### config.mk
export PLATFORM = sky130hd
export DESIGN_NAME = sha256_round_engine
export DESIGN_NICKNAME = d
export VERILOG_FILES = /design/src/rtl/sha256_pkg.sv /design/src/rtl/sha256_round.sv /design/src/rtl/sha256_round_engine.sv
export SDC_FILE = /design/constraint.sdc
export NUM_CORES = 2
export LEC_CHECK = 0
export BUFFER_PORTS_ARGS = -buffer_cell sky130_fd_sc_hd__buf_4
export CAP_MARGIN = 40
export CORE_ASPECT_RATIO = 1.25
export CORE_MARGIN = 4
export CORE_UTILIZATION = 65
export CTS_CLUSTER_DIAMETER = 50
export DETAILED_ROUTE_END_ITERATION = 12
export HOLD_SLACK_MARGIN = 0.15
export PLACE_DENSITY = 0.87
export SETUP_SLACK_MARGIN = 0.15
export SLEW_MARGIN = 20
export SYNTH_ARGS = -nofsm -noshare
export SYNTH_HDL_FRONTEND = slang
export SYNTH_SLANG_ARGS = --single-unit
### constraint.sdc
create_clock -name i_clk -period 22.7 [get_ports i_clk]
set_clock_uncertainty 0.05 [all_clocks]
set_input_delay 2.27 -clock i_clk [delete_from_list [all_inputs] [get_ports i_clk]]
set_output_delay 2.27 -clock i_clk [all_outputs]
set_load 0.005 [all_outputs]
### src/rtl/sha256_pkg.sv
// Shared SHA-256 types, constants and round functions for the schedule
// expansion and the compression engine.
package sha256_pkg;

    typedef logic [31:0] word_t;
    // Index 7 is 'a' / H0, index 0 is 'h' / H7, so this matches the 256-bit packing.
    typedef word_t [7:0] state_t;

    typedef enum logic [1:0] {ST_IDLE, ST_ROUND, ST_FINAL, ST_DONE} fsm_t;

    localparam word_t K [64] = '{
        32'h428a2f98, 32'h71374491, 32'hb5c0fbcf, 32'he9b5dba5, 32'h3956c25b, 32'h59f111f1, 32'h923f82a4, 32'hab1c5ed5,
        32'hd807aa98, 32'h12835b01, 32'h243185be, 32'h550c7dc3, 32'h72be5d74, 32'h80deb1fe, 32'h9bdc06a7, 32'hc19bf174,
        32'he49b69c1, 32'hefbe4786, 32'h0fc19dc6, 32'h240ca1cc, 32'h2de92c6f, 32'h4a7484aa, 32'h5cb0a9dc, 32'h76f988da,
        32'h983e5152, 32'ha831c66d, 32'hb00327c8, 32'hbf597fc7, 32'hc6e00bf3, 32'hd5a79147, 32'h06ca6351, 32'h14292967,
        32'h27b70a85, 32'h2e1b2138, 32'h4d2c6dfc, 32'h53380d13, 32'h650a7354, 32'h766a0abb, 32'h81c2c92e, 32'h92722c85,
        32'ha2bfe8a1, 32'ha81a664b, 32'hc24b8b70, 32'hc76c51a3, 32'hd192e819, 32'hd6990624, 32'hf40e3585, 32'h106aa070,
        32'h19a4c116, 32'h1e376c08, 32'h2748774c, 32'h34b0bcb5, 32'h391c0cb3, 32'h4ed8aa4a, 32'h5b9cca4f, 32'h682e6ff3,
        32'h748f82ee, 32'h78a5636f, 32'h84c87814, 32'h8cc70208, 32'h90befffa, 32'ha4506ceb, 32'hbef9a3f7, 32'hc67178f2
    };

    localparam state_t IV = {
        32'h6a09e667, 32'hbb67ae85, 32'h3c6ef372, 32'ha54ff53a,
        32'h510e527f, 32'h9b05688c, 32'h1f83d9ab, 32'h5be0cd19
    };

    function automatic word_t rotr(input word_t x, input int unsigned n);
        return (x >> n) | (x << (32 - n));
    endfunction

    function automatic word_t big_sigma0(input word_t x);
        return rotr(x, 2) ^ rotr(x, 13) ^ rotr(x, 22);
    endfunction

    function automatic word_t big_sigma1(input word_t x);
        return rotr(x, 6) ^ rotr(x, 11) ^ rotr(x, 25);
    endfunction

    function automatic word_t small_sigma0(input word_t x);
        return rotr(x, 7) ^ rotr(x, 18) ^ (x >> 3);
    endfunction

    function automatic word_t small_sigma1(input word_t x);
        return rotr(x, 17) ^ rotr(x, 19) ^ (x >> 10);
    endfunction

    function automatic word_t ch(input word_t e, input word_t f, input word_t g);
        return (e & f) ^ (~e & g);
    endfunction

    function automatic word_t maj(input word_t a, input word_t b, input word_t c);
        return (a & b) ^ (a & c) ^ (b & c);
    endfunction

endpackage

### src/rtl/sha256_round.sv
// One SHA-256 compression round, purely combinational, so the engine can
// later chain two of these per cycle.
module sha256_round
    import sha256_pkg::*;
(
    input  state_t s_in,
    input  word_t  k,
    input  word_t  w,
    output state_t s_out
);
    word_t a, b, c, d, e, f, g, h;
    word_t t1, t2;

    assign {a, b, c, d, e, f, g, h} = s_in;

    assign t1 = h + big_sigma1(e) + ch(e, f, g) + k + w;
    assign t2 = big_sigma0(a) + maj(a, b, c);

    assign s_out = {t1 + t2, a, b, c, d + t1, e, f, g};

endmodule

### src/rtl/sha256_round_engine.sv
// Sequential SHA-256 compression: one round per accepted schedule word,
// then a feed-forward add into the registered digest.
module sha256_round_engine
    import sha256_pkg::*;
(
    input  logic         i_clk,
    input  logic         i_rst_n,
    input  logic         i_start,
    input  logic [255:0] i_h_in,
    input  logic         i_w_valid,
    input  logic [31:0]  i_w_data,
    output logic         o_w_ready,
    output logic         o_busy,
    output logic         o_done,
    output logic [255:0] o_digest
);
    fsm_t       state, state_nxt;
    state_t     regs, regs_nxt, h_save, digest_q;
    logic [5:0] t;
    logic       beat;

    assign beat = (state == ST_ROUND) && i_w_valid;

    sha256_round u_round (
        .s_in  (regs),
        .k     (K[t]),
        .w     (i_w_data),
        .s_out (regs_nxt)
    );

    always_comb begin
        state_nxt = state;
        case (state)
            ST_IDLE:  if (i_start) state_nxt = ST_ROUND;
            ST_ROUND: if (beat && t == 6'd63) state_nxt = ST_FINAL;
            ST_FINAL: state_nxt = ST_DONE;
            ST_DONE:  state_nxt = ST_IDLE;
            default:  state_nxt = ST_IDLE;
        endcase
    end

    always_ff @(posedge i_clk) begin
        if (!i_rst_n) begin
            state    <= ST_IDLE;
            regs     <= '0;
            h_save   <= '0;
            digest_q <= '0;
            t        <= '0;
        end else begin
            state <= state_nxt;
            if (state == ST_IDLE && i_start) begin
                regs   <= i_h_in;
                h_save <= i_h_in;
                t      <= '0;
            end
            // t wraps to 0 on the last beat, ready for the next block.
            if (beat) begin
                regs <= regs_nxt;
                t    <= t + 6'd1;
            end
            if (state == ST_FINAL) begin
                for (int i = 0; i < 8; i++)
                    digest_q[i] <= h_save[i] + regs[i];
            end
        end
    end

    // Outputs decode the registered state only; nothing combinational from i_w_valid.
    assign o_w_ready = (state == ST_ROUND);
    assign o_busy    = (state != ST_IDLE);
    assign o_done    = (state == ST_DONE);
    assign o_digest  = digest_q;

endmodule
-- Word level (Yosys, flattened, before mapping)
Memory sizes are Yosys's and may differ from the RTL's.
Cells that the tools add are included.
- memories kept: 1
- bits of input ports: 292
- memory bits (read-only): 2048
- output and inout bits: 259
- bits in writable memories: 0
- bits in registers: 776
- latch bits: 0
- reduce and logical (&&, ||, !) cells: 7
- muxes and demuxes: 9
- shifts and indexed selects: 0
- add/subtract/negate cells: 16
- magnitude comparators: 1
- bitwise logic cells: 20
- eq/ne operators: 6
- divide/modulo/power cells: 0
- multipliers: 0
- memory list (memory ; words ; bits a word ; read ports ; clocked after Yosys merged registers in ; write ports ; RTL line ; source):
    (no name shown) ; 64 ; 32 ; 1 ; 0 ; 0 ; sha256_round_engine.sv:26 ; .k (K[t]),
- operators with widths (operator ; number):
    256-bit 2-to-1 mux ; 2
    32-bit adder ; 15
    32-bit bitwise XOR ; 7
    32-bit bitwise AND ; 5
    32-bit 2-to-1 mux ; 2
    32-bit NOT ; 1
    10-bit by 32-bit bitwise OR with 32-bit output ; 1
    19-bit by 32-bit bitwise OR with 32-bit output ; 1
    21-bit by 32-bit bitwise OR with 32-bit output ; 1
    26-bit by 32-bit bitwise OR with 32-bit output ; 1
    30-bit by 32-bit bitwise OR with 32-bit output ; 1
    7-bit by 32-bit bitwise OR with 32-bit output ; 1
    6-bit 2-to-1 mux ; 2
    2-bit case mux with 4 select lines ; 1
    7-bit greater-or-equal comparator (second input constant) ; 1
    6-bit NOT with 7-bit output ; 1
    6-bit by 1-bit adder with 6-bit output (second input constant) ; 1
    6-bit equality test (second input constant) ; 1
    2-bit equality test (second input constant) ; 2
    2-bit 2-to-1 mux ; 2
    2-bit nonzero test ; 2
    1-bit logical AND ; 3
    2-bit by 1-bit equality test with 1-bit output (second input constant) ; 1
    2-bit zero test ; 1
    3 further kinds ; 3

-- Logic depth before layout (Yosys ltp)
- depth in word-level cells: 9
- depth in mapped cells: 38
- mapped depth without buffers: 35

-- Modules after synthesis
A second synthesis with hierarchy kept.
- cell total of the unflattened synthesis: 6623
- area, all modules: 52621.7 um^2
- modules (own cells, without submodules) (module ; cells each ; area each (um^2) ; instances):
    sha256_round_engine ; 5317 ; 41707.5 ; 1
    sha256_round ; 1306 ; 10914.2 ; 1

-- Worst setup path after synthesis
Ideal clock, no wire load.
- path type: input port to flip-flop
- start: input port i_w_data[1]
- end: register regs[254] in the netlist's numbering
- arrival: 8.237 ns
- stages: 30
- setup time: 0.132 ns
- slack: 14.281 ns
- path through: inv_1 > fa_1 > fa_1 > fa_1 > inv_1 > ha_1 > inv_1 > fa_1 > nand2b_1 > a21oi_1 > nor2_1 > nand2_1 > a21oi_1 > o21bai_1 > xor2_1 > inv_1 > fa_1 > inv_1 > ha_1 > a211o_1 > a21oi_1 > a21oi_1 > nand3_1 > a21o_1 > a21boi_1 > o311a_1 > o41ai_2 > o2111ai_1 > mux2i_1 > a21oi_1
- longest elaborated chain between the ends: 3
- RTL lines (element ; RTL line ; source):
    from (decl) ; sha256_round_engine.sv:11 ; input logic [31:0] i_w_data,
    32-bit adder ; sha256_round.sv:16 ; assign t1 = h + big_sigma1(e) + ch(e, f, g) + k + w;
    32-bit adder ; sha256_round.sv:19 ; assign s_out = {t1 + t2, a, b, c, d + t1, e, f, g};
    256-bit 2-to-1 mux ; sha256_round_engine.sv:57 ; if (beat) begin
    to (signal assigned) ; sha256_round_engine.sv:52 ; regs <= i_h_in;
    to (signal assigned) ; sha256_round_engine.sv:58 ; regs <= regs_nxt;
    to (decl) ; sha256_round_engine.sv:18 ; state_t regs, regs_nxt, h_save, digest_q;
Every way passes these cells.
A chain may end at the register's enable or synchronous reset.

-- Final worst setup path
- start: register t[0]
- end: register regs[241] in the netlist's numbering
- longest elaborated chain between the ends: 8
- RTL lines (element ; RTL line ; source):
    from (decl) ; sha256_round_engine.sv:19 ; logic [5:0] t;
    from (signal assigned) ; sha256_round_engine.sv:59 ; t <= t + 6'd1;
    6-bit NOT with 7-bit output (not written as such) ; sha256_round_engine.sv:26 ;
    memory 64 x 32 bit ; - ;
    32-bit 2-to-1 mux (not written as such) (2 in a row) ; sha256_round_engine.sv:26 ;
    32-bit adder (2 in a row) ; sha256_round.sv:16 ;
    32-bit adder ; sha256_round.sv:19 ;
    256-bit 2-to-1 mux ; sha256_round_engine.sv:57 ;
Every way passes these cells. The select of a mux whose other input is x is not followed.

==> summary.log <==
INFO  status         run_status=completed
INFO  routing        drtPass1Iterations=6
INFO  flow_run       cap_viol_max_count=0
INFO  synth          synth_nets=7,331
INFO  hold_path      holdPathStages=2
INFO  synth          syn-cell-area=51,500squm
INFO  floorplan      die_width=260um
INFO  critical_path  worst_setup_path_type=register to register
INFO  timing         worst-slew-pin-transition=1.32ns
INFO  synth          number_of_flops_mapped_to_enable_cells_by_yosys=0
INFO  floorplan      die_area=83,800squm
INFO  critical_path  critical_path.reg2reg.endpoint=regs[241]$_SDFFE_PN0P_
INFO  routing        vias=52,500
INFO  clock_tree     insertion_delay=0.67ns
INFO  grt            grt_overflow=0
INFO  timing         period_share=0.407
INFO  timing         timing_max_transition_violations_final=0
INFO  clock_tree     cts_tree=built
INFO  grt            grt_use_total=0.467
INFO  critical_path  largest_fanout_on_the_critical_path=28
INFO  timing         clock.fmax=0.108GHz
INFO  critical_path  startpoint_type=register
INFO  cells_and_area total_nets_final=7,661
INFO  cells_and_area drive_gt1_frac=0.125
INFO  synth          ys_async_sr_fraction=0
INFO  synth          postSynthAreaPerCell=7.88squm
INFO  clock_tree     clk_path_buf_depth=3
INFO  hold_path      hold_end=h_save[192]$_SDFFE_PN0P_
INFO  routing        number_of_drc_violations_after_detailed_routing_iteration_0=6,701
INFO  synth          synthDominantAreaCellType=sky130_fd_sc_hd__dfxtp_1
INFO  critical_path  cp_data_required_time=23.22ns
INFO  timing         fin_tns_setup=0ns
INFO  clock_tree     root_buffer=sky130_fd_sc_hd__clkbuf_16
INFO  clock_tree     hold_buffers=0
INFO  hold_path      hold_path.class=register to register
INFO  floorplan      die_y=323um
INFO  critical_path  r2r_cells=33
INFO  clock_tree     post_cts_setup_buffer_count=0
INFO  clock_tree     cts.reportedPaths.clkPinSlew=0.07ns
INFO  cells_and_area area_growth=15.7%
INFO  critical_path  timing.critical_path.slowest_cell_delay=0.65ns
INFO  critical_path  beginning_of_the_worst_register_to_register_path=t[0]$_SDFFE_PN0P_
INFO  grt            grt_pass1_vias=50,251
INFO  placed_design  place.port_buffers=550
INFO  routing        drtAntennaViolNets=0
INFO  synth          synth_top_area_share=0.302
INFO  critical_path  worst-endpoint-arrival=9.76ns
INFO  timing         hold_ws=0.408ns
INFO  cells_and_area final.fill_count=5,583
INFO  clock_tree     cts_resized=0
INFO  floorplan      ios=551
INFO  timing         setup-violations-final=0
INFO  grt            top_usage_layer=met2
INFO  floorplan      start_util=0.655
INFO  floorplan      core_region_area=78,600squm
INFO  synth          yosys_warnings=0
INFO  hold_path      worstHoldStart=h_save[192]$_SDFFE_PN0P_
INFO  grt            wire_length_of_the_first_global_routing_pass=300mm
INFO  routing        detail_route.vias_per_cell=6.57
INFO  timing         timing.max_slew.rel_slack=0.118
INFO  grt            met1_usage=0.530
INFO  synth          ys_seq_area_frac=0.302
INFO  grt            globalRouteMet3Util=0.0966
INFO  synth          synth_top_flop_cell=sky130_fd_sc_hd__dfxtp_1
INFO  critical_path  setup.worst_path.end_class=register
INFO  placed_design  place.detailed.hpwl=152mm
INFO  synth          ys_types=80
INFO  clock_tree     cts_htree_levels=3
INFO  routing        drt-total-wl=206mm
INFO  placed_design  gp_routability_congestion=1.06
INFO  timing         grt_setup_unrepaired=no
INFO  routing        detail_route.wl_per_cell=25.8um
INFO  grt            grt_max_degree=211
INFO  clock_tree     tritoncts.num_buffers=86
INFO  timing         fin_crit_period=9.24ns
INFO  synth          yosys-top-cells-count=sky130_fd_sc_hd__nand2_1, sky130_fd_sc_hd__dfxtp_1, sky130_fd_sc_hd__a21oi_1, sky130_fd_sc_hd__o21ai_0, sky130_fd_sc_hd__inv_1
INFO  synth          yosys.cell_count.top_type=sky130_fd_sc_hd__nand2_1
INFO  grt            initial_antenna_violation_count=7
INFO  critical_path  ff2ff_setup_slack=13.46ns
INFO  synth          gate_count_after_technology_mapping=6,535
INFO  timing         final_hold_viol_count=0
INFO  synth          synth_seq_cells=776
INFO  grt            groute.layer.met2.usage=0.736
INFO  clock_tree     cts_sinks=776
INFO  critical_path  crit_slowest_cell=sky130_fd_sc_hd__xnor2_1
INFO  routing        detail_route.drc_violations=0
INFO  floorplan      row_count=115
INFO  synth          synthTopCellsByArea=sky130_fd_sc_hd__dfxtp_1, sky130_fd_sc_hd__ha_1, sky130_fd_sc_hd__nand2_1
==> cells by family (layout without fill, tap and decap cells) <==
group                    count (synthesis)  count (layout)  synth area share
adder cells (fa/ha/maj)                507             507             0.143
AO/OA/AOI/OAI                         1949            1949             0.230
buffers and inverters                  808            1208            0.0589
flip-flops                             776             776             0.302
other                                    0               1                 0
AND/OR/NAND/NOR                       1868            1868             0.153
multiplexers                           191             191            0.0390
XOR/XNOR                               436             436            0.0742
==> metal layers <==
| metal | vias to the layer above | wire (um) |
|---|---|---|
| li1 | 23259 | - |
| met1 | 24579 | 70500 |
| met2 | 3561 | 90600 |
| met3 | 1099 | 20800 |
| met4 | 2 | 23900 |
| met5 | - | 9 |
==> cell type report <==
| cell class | count | area, sq um | share of cell area |
|---|---|---|---|
| Tap cell | 1053 | 1320 | 0.0221 |
| Sequential cell | 776 | 15500 | 0.261 |
| Multi-Input combinational cell | 4951 | 33000 | 0.553 |
| Timing Repair Buffer | 633 | 4960 | 0.0833 |
| Clock inverter | 42 | 687 | 0.0115 |
| Clock buffer | 116 | 2530 | 0.0425 |
| Antenna cell | 1 | 2.50 | 0.0000420 |
| Inverter | 417 | 1570 | 0.0264 |
==> worst max-delay path by stage <==
stage | start | endpoint | cells past startpoint
2_1_floorplan | i_w_data[1] | regs[254]$_SDFFE_PN0P_ | 30
3_3_place_gp | i_w_data[1] | regs[254]$_SDFFE_PN0P_ | 31
3_5_place_dp | i_w_data[1] | regs[250]$_SDFFE_PN0P_ | 31
4_1_cts | t[0]$_SDFFE_PN0P_ | regs[250]$_SDFFE_PN0P_ | 33
5_1_grt | t[0]$_SDFFE_PN0P_ | regs[255]$_SDFFE_PN0P_ | 36
6_report | t[0]$_SDFFE_PN0P_ | regs[241]$_SDFFE_PN0P_ | 33
==> registers in the layout, summed over array words and instances (netlist names) <==
signal and cells:
h_save 256, t 6, o_digest 256, state 2, regs 256
==> cell usage in the layout, fill, tap and decap left out, types with 34 or more instances in the layout <==
cell                           n
sky130_fd_sc_hd__nand2_1    1068
sky130_fd_sc_hd__dfxtp_1     773
sky130_fd_sc_hd__buf_4       608
sky130_fd_sc_hd__a21oi_1     598
sky130_fd_sc_hd__o21ai_0     528
sky130_fd_sc_hd__inv_1       413
sky130_fd_sc_hd__nor2_1      378
sky130_fd_sc_hd__ha_1        368
sky130_fd_sc_hd__xnor2_1     265
sky130_fd_sc_hd__a31oi_1     234
sky130_fd_sc_hd__a21o_1      178
sky130_fd_sc_hd__xor2_1      171
sky130_fd_sc_hd__mux2i_1     158
sky130_fd_sc_hd__fa_1        135
sky130_fd_sc_hd__nand3_1     108
sky130_fd_sc_hd__clkbuf_16    90
sky130_fd_sc_hd__nor3_1       83
sky130_fd_sc_hd__a211oi_1     69
sky130_fd_sc_hd__o21a_1       47
sky130_fd_sc_hd__nand2b_1     44
sky130_fd_sc_hd__o21bai_1     43
sky130_fd_sc_hd__and3_1       40
sky130_fd_sc_hd__nor2b_1      37
sky130_fd_sc_hd__or3_1        34
==> through the flow <==
stage / utilization / instances / worst slack, ns / instance area (sq um)
global route: 0.758 / 7988 / 13.04 / 59600
detailed placement: 0.714 / 7816 / 13.32 / 56100
global placement: 0.713 / 7807 / 13.48 / 56000
floorplan: - / 6535 / 14.28 / 51500
finish: 0.758 / 7989 / 13.46 / 59600
CTS: 0.755 / 7974 / 13.76 / 59300
==> worst max-delay path, delay by kind of cell (launching register included) <==
kind,cells,cell delay (ns)
compound gates,13,2.32
xor+xnor,1,0.65
fa+ha+maj,6,2.61
buf+inv,7,1.60
flops,1,0.30
simple gates,6,1.55
Power is left out: the tool's default activity adds up to more than one toggle a clock period on the data nets, which glitch-free logic cannot reach.
